[config.mk]
export PLATFORM = sky130hd
export DESIGN_NAME = instr_fetch
export DESIGN_NICKNAME = d
export VERILOG_FILES = /design/src/rtl/fetch_pkg.sv /design/src/rtl/fetch_fifo.sv /design/src/rtl/instr_fetch.sv
export SDC_FILE = /design/constraint.sdc
export NUM_CORES = 1
export LEC_CHECK = 0
export BUFFER_PORTS_ARGS = -buffer_cell sky130_fd_sc_hd__buf_2
export CORE_UTILIZATION = 50
export CTS_BUF_LIST = sky130_fd_sc_hd__clkbuf_16
export CTS_CLUSTER_SIZE = 14
export DETAILED_ROUTE_END_ITERATION = 8
export PLACE_DENSITY = 0.74
export SETUP_SLACK_MARGIN = 0.3
export SKIP_LAST_GASP = 1
export SYNTH_ARGS = -nofsm -noshare
export SYNTH_HDL_FRONTEND = slang
export SYNTH_SLANG_ARGS = --single-unit
export TNS_END_PERCENT = 50
[constraint.sdc]
create_clock -name clk -period 5.55 [get_ports clk]
set_input_delay 1.11 -clock clk [delete_from_list [all_inputs] [get_ports clk]]
set_output_delay 1.11 -clock clk [all_outputs]
set_load 0.02 [all_outputs]
[src/rtl/fetch_pkg.sv]
// Shared types for the instruction fetch stage.
// States, FIFO entry layout and fetch step size.
package fetch_pkg;

  localparam int INSTR_BYTES = 4;

  typedef enum logic [1:0] {
    IDLE,
    BUSY,
    DRAIN
  } fetch_state_t;

  typedef struct packed {
    logic [31:0] instr;
    logic [31:0] pc;
  } fetch_entry_t;

endpackage

[src/rtl/fetch_fifo.sv]
// Small synchronous FIFO of fetched instructions.
// Flush wins over push and pop; head reads as zero when empty.
module fetch_fifo
  import fetch_pkg::*;
#(
  parameter int DEPTH = 2,
  parameter int CW = $clog2(DEPTH + 1)
) (
  input  logic          clk,
  input  logic          rst_n,
  input  logic          push,
  input  logic          pop,
  input  logic          flush,
  input  fetch_entry_t  wdata,
  output fetch_entry_t  head,
  output logic [CW-1:0] count,
  output logic          full,
  output logic          empty
);

  localparam int PW = $clog2(DEPTH);

  fetch_entry_t  mem [DEPTH];
  logic [PW-1:0] rd_ptr;
  logic [PW-1:0] wr_ptr;
  logic          do_push;
  logic          do_pop;

  function automatic logic [PW-1:0] nxt(
    input logic [PW-1:0] p
  );
    return (p == PW'(DEPTH - 1)) ? '0
                                 : p + PW'(1);
  endfunction

  assign full    = count == CW'(DEPTH);
  assign empty   = count == '0;
  assign do_push = push && !full && !flush;
  assign do_pop  = pop && !empty && !flush;
  assign head    = empty ? '0 : mem[rd_ptr];

  always_ff @(posedge clk or negedge rst_n) begin
    if (!rst_n) begin
      rd_ptr <= '0;
      wr_ptr <= '0;
      count  <= '0;
    end else if (flush) begin
      rd_ptr <= '0;
      wr_ptr <= '0;
      count  <= '0;
    end else begin
      if (do_push) wr_ptr <= nxt(wr_ptr);
      if (do_pop)  rd_ptr <= nxt(rd_ptr);
      count <= count + CW'(do_push)
                     - CW'(do_pop);
    end
  end

  always_ff @(posedge clk) begin
    if (do_push) mem[wr_ptr] <= wdata;
  end

endmodule

[src/rtl/instr_fetch.sv]
// Fetch stage: owns the PC, reads imem over req/ack,
// buffers words for decode and restarts on redirect.
module instr_fetch
  import fetch_pkg::*;
#(
  parameter logic [31:0] RESET_PC = 32'h0,
  parameter int          DEPTH    = 2
) (
  input  logic        clk,
  input  logic        rst_n,
  output logic        imem_req,
  output logic [31:0] imem_addr,
  input  logic        imem_ack,
  input  logic [31:0] imem_rdata,
  input  logic        redirect,
  input  logic [31:0] redirect_addr,
  output logic        dec_valid,
  input  logic        dec_ready,
  output logic [31:0] dec_instr,
  output logic [31:0] dec_pc,
  output logic [3:0]  dec_cond,
  output logic [1:0]  dec_op,
  output logic [5:0]  dec_funct,
  output logic [3:0]  dec_rd
);

  localparam int CW = $clog2(DEPTH + 1);

  fetch_state_t  state;
  fetch_state_t  state_n;
  logic [31:0]   fetch_pc;
  logic [31:0]   pc_n;
  logic [CW-1:0] count;
  logic [CW-1:0] count_n;
  logic          push;
  logic          pop;
  logic          issue;
  logic          done;
  logic          busy_ack;
  logic          full;
  logic          empty;
  fetch_entry_t  entry;
  fetch_entry_t  head;

  assign entry = '{instr: imem_rdata,
                   pc: imem_addr};

  fetch_fifo #(
    .DEPTH (DEPTH),
    .CW    (CW)
  ) u_fifo (
    .clk   (clk),
    .rst_n (rst_n),
    .push  (push),
    .pop   (pop),
    .flush (redirect),
    .wdata (entry),
    .head  (head),
    .count (count),
    .full  (full),
    .empty (empty)
  );

  always_comb begin
    state_n  = state;
    busy_ack = (state == BUSY) && imem_ack;
    push     = busy_ack && !redirect && !full;
    pop      = !empty && dec_ready && !redirect;
    count_n  = redirect ? '0
             : count + CW'(push) - CW'(pop);
    pc_n     = fetch_pc;
    if (redirect)
      pc_n = {redirect_addr[31:2], 2'b00};
    else if (busy_ack)
      pc_n = fetch_pc + 32'(INSTR_BYTES);
    // no request remains outstanding after this edge
    done  = (state == IDLE) || imem_ack;
    issue = done && (count_n < CW'(DEPTH));
    unique case (1'b1)
      issue:          state_n = BUSY;
      done && !issue: state_n = IDLE;
      !done:          state_n =
        (redirect || state == DRAIN) ? DRAIN
                                     : BUSY;
    endcase
  end

  always_ff @(posedge clk or negedge rst_n) begin
    if (!rst_n) begin
      state     <= IDLE;
      imem_req  <= 1'b0;
      imem_addr <= RESET_PC;
      fetch_pc  <= RESET_PC;
    end else begin
      state    <= state_n;
      imem_req <= state_n != IDLE;
      fetch_pc <= pc_n;
      if (issue) imem_addr <= pc_n;
    end
  end

  assign dec_valid = !empty;
  assign dec_instr = head.instr;
  assign dec_pc    = head.pc;
  assign dec_cond  = head.instr[31:28];
  assign dec_op    = head.instr[27:26];
  assign dec_funct = head.instr[25:20];
  assign dec_rd    = head.instr[15:12];

endmodule

==> out/qor.txt <==
Synthesized instance count = 617
CTS Buffer Depth = 2
Leak pwr = 3.97 nW
Tot Pwr = 4.06 mW
Die Y = 132 um
Post-Layout Cell Count = 1006
Tcrit/Tclk final = 0.624
Synth unique cells = 54
Setup TNS = 0 ns
First-pass GRT wire length = 27200 um
Register-to-Register Path Depth = 10
Clock sinks = 199
Max transition margin = 0.213
Flop2flop setup slack = 2.71 ns
Final #Nets = 846
Final setup fails = 0
Routed WL = 17100 um
Dpl cells = 974
Fmax = 289 MHz
Antenna diode count = 0
Fin. Hold Viols = 0
Hold crit path type = flip-flop to flip-flop
Area growth, synth to finish = 18.5%
First-pass DRT Iterations = 5
Outcome = completed
Cell area after synthesis = 8470 sq um
Antenna violations before repair = 0
Core area = 16600 sq um
Async set-reset flop share out of synthesis = 0.357
CTS tree = built
Initial Util = 0.510
Worst EP required = 5.86 ns
Syn_area_per_cell = 13.7 sq um
Worst R2R End = imem_addr[31]$_DFFE_PN0P_
Worst Setup EP = imem_addr[31]$_DFFE_PN0P_
CTS hold repair buffers = 0
Vias per cell = 5.39
Minimum clock period = 3.46 ns
Synthesis warning total = 0
Layout cell share with drive strength beyond 1 = 0.324
Gr usage total = 0.205
Top FF cell, synth = edfxtp_1
I/O pins = 183
Number of synthesized flops with an enable pin = 128
H-tree Lvls = 4
Worst hold margin = 0.494 ns
Dpl hpwl = 11100 um
Number of synthesized register bits = 199
Post-cts sizing count = 0
Worst-Margin Slew = 1.18 ns
FP Rows = 47
Max_cap viols = 0
Seq/Total Area, Yosys = 0.664
Final GP Congestion = 0.862
Die width = 132 um
Initial DRC Count = 364
Port Buffer Count = 180
Slew Viols, Final = 0
Pwr/cell area = 405 nW/um^2
Crit path max fanout = 54
Crit path kind = input pin to flip-flop
Critical Path Start = redirect
Arr. time, crit path = 3.77 ns
Setup Fix Bufs, Post-CTS = 0
Finished Core Util = 0.605
DR WL/cell = 17.0 um
Grt ovf = 0
Final ANT Viol Nets = 0
Clock Root Buffer = clkbuf_16
R2r startpoint = u_fifo.count[1]$_DFF_PN0_
Post-synthesis net count = 690
Via Count = 5421
Largest net degree at the start of global routing = 72
Final Skew = 0.0103 ns
RSZ-0062 raised after global routing = no
DRC viols = 0
Die area = 17500 sq um
CP Launch Type = input pin
Register clock-pin slew on the reported worst setup and hold paths = 0.07 ns
Cts bufs inserted = 17
Maximum VDD drop = 0.228 mV
Vias in the first global route = 5429
Crit. End Element = flip-flop
Worst-Skew Late Latency = 0.43 ns
==> per-stage QoR <==
stage          area [sq um]  worst slack, ns
2_1_floorplan          8470             1.29
3_3_place_gp           9450             1.75
3_5_place_dp           9450             1.66
4_1_cts               10000             2.10
5_1_grt               10000             1.88
6_report              10000             2.09
==> layout by cell type (no fill, tap or decap), types with 4 or more instances in the layout <==
cell	Yosys	final
clkinvlp_4	0	4
xor2_1	7	7
nor2_1	84	83
o21ai_0	15	15
nand2_1	27	27
or4_1	6	6
inv_1	8	9
and4_1	6	6
and3_1	6	5
clkbuf_16	0	17
buf_2	7	179
a21oi_1	4	4
edfxtp_1	128	128
ha_1	4	4
a31oi_1	8	8
mux2_2	28	28
nand4_1	12	12
xnor2_1	11	11
nor2b_1	5	4
and2_1	5	5
dfrtp_1	71	70
nor3_1	8	8
mux2i_1	67	67
o31ai_1	10	10
nand3_1	11	11
==> per-layer routing <==
layer | GRT usage | routed length [um] | vias up
met5 | 0 | 0 | -
met4 | 0.103 | 380 | 0
met3 | 0.0342 | 721 | 31
met2 | 0.355 | 8810 | 175
met1 | 0.248 | 7170 | 2646
li1 | - | - | 2569
==> final cells by class <==
class / count / area (sq um)
fillers: 1322 / 6550
flip-flops and latches: 199 / 5620
multi-input cells: 364 / 2580
repair buffers: 183 / 938
clock buffers: 17 / 425
well taps: 220 / 275
clock inverters: 15 / 154
inverters: 8 / 30.0
==> flip-flops by register name, summed over array words and instances (netlist names) <==
| register | cells |
|---|---|
| fetch_pc | 32 |
| u_fifo.rd_ptr | 1 |
| u_fifo.wr_ptr | 1 |
| u_fifo.count | 2 |
| state | 2 |
| imem_req | 1 |
| u_fifo.mem | 128 |
| imem_addr | 32 |
==> report_power, final <==
group | internal [mW] | switching [mW]
combinational | 0.347 | 0.575
sequential | 1.78 | 0.163
clock | 0.665 | 0.534
==> cells by family after synthesis <==
family          after synthesis  share of synthesized area
compound gates               53                     0.0433
xor+xnor                     18                     0.0186
fa+ha+maj                     4                    0.00591
buf+inv                      54                     0.0334
flops                       199                      0.664
mux                          98                      0.120
simple gates                191                      0.114
==> cells in the mapped netlist, types with 2 or more instances <==
cell type / n / area, sq um
mux2_1: 3 / 33.8
nor3_1: 8 / 40.0
or3_1: 2 / 12.5
nor2_1: 84 / 315
a311o_1: 2 / 20.0
xnor2_1: 11 / 96.3
and3_1: 6 / 37.5
mux2_2: 28 / 315
o21ai_0: 15 / 75.1
o31a_1: 2 / 17.5
a211o_1: 2 / 17.5
clkbuf_1: 10 / 37.5
mux2i_1: 67 / 671
and2_1: 5 / 31.3
and4_1: 6 / 52.6
ha_1: 4 / 50.1
nand4b_1: 3 / 26.3
a31oi_1: 8 / 50.1
nand2_1: 27 / 101
or4_1: 6 / 45.0
edfxtp_1: 128 / 3840
nand4_1: 12 / 75.1
a31oi_2: 3 / 37.5
dfrtp_1: 71 / 1780
buf_4: 17 / 128
nor3b_1: 2 / 15.0
o31ai_1: 10 / 75.1
nor2b_1: 5 / 31.3
nor4_1: 3 / 18.8
nand3_1: 11 / 55.1
a21oi_1: 4 / 20.0
xor2_1: 7 / 61.3
buf_2: 7 / 35.0
buf_1: 11 / 41.3
inv_1: 8 / 30.0
==> how the worst min path moves through the flow <==
stage,endpoint,slack [ns],cells after the start,from
2_1_floorplan,fetch_pc[0]$_DFF_PN0_,0.47,1,fetch_pc[0]$_DFF_PN0_
3_3_place_gp,u_fifo.mem[0][17]$_DFFE_PP_,0.47,0,imem_addr[17]$_DFFE_PN0P_
3_5_place_dp,u_fifo.mem[0][0]$_DFFE_PP_,0.48,0,imem_addr[0]$_DFFE_PN0P_
4_1_cts,u_fifo.mem[0][3]$_DFFE_PP_,0.50,0,imem_addr[3]$_DFFE_PN0P_
5_1_grt,u_fifo.mem[1][0]$_DFFE_PP_,0.51,0,imem_addr[0]$_DFFE_PN0P_
6_report,u_fifo.mem[0][19]$_DFFE_PP_,0.49,0,imem_addr[19]$_DFFE_PN0P_
==> worst max-delay path, stage by stage <==
cell and delay (ns):
buf_2 0.64, nor2_1 0.12, ha_1 0.26, nor3b_1 0.15, o22ai_1 0.20, nand2_1 0.16
nor2_4 0.70, mux2_2 0.41
Note: power is estimated with default switching activity, not from simulation.
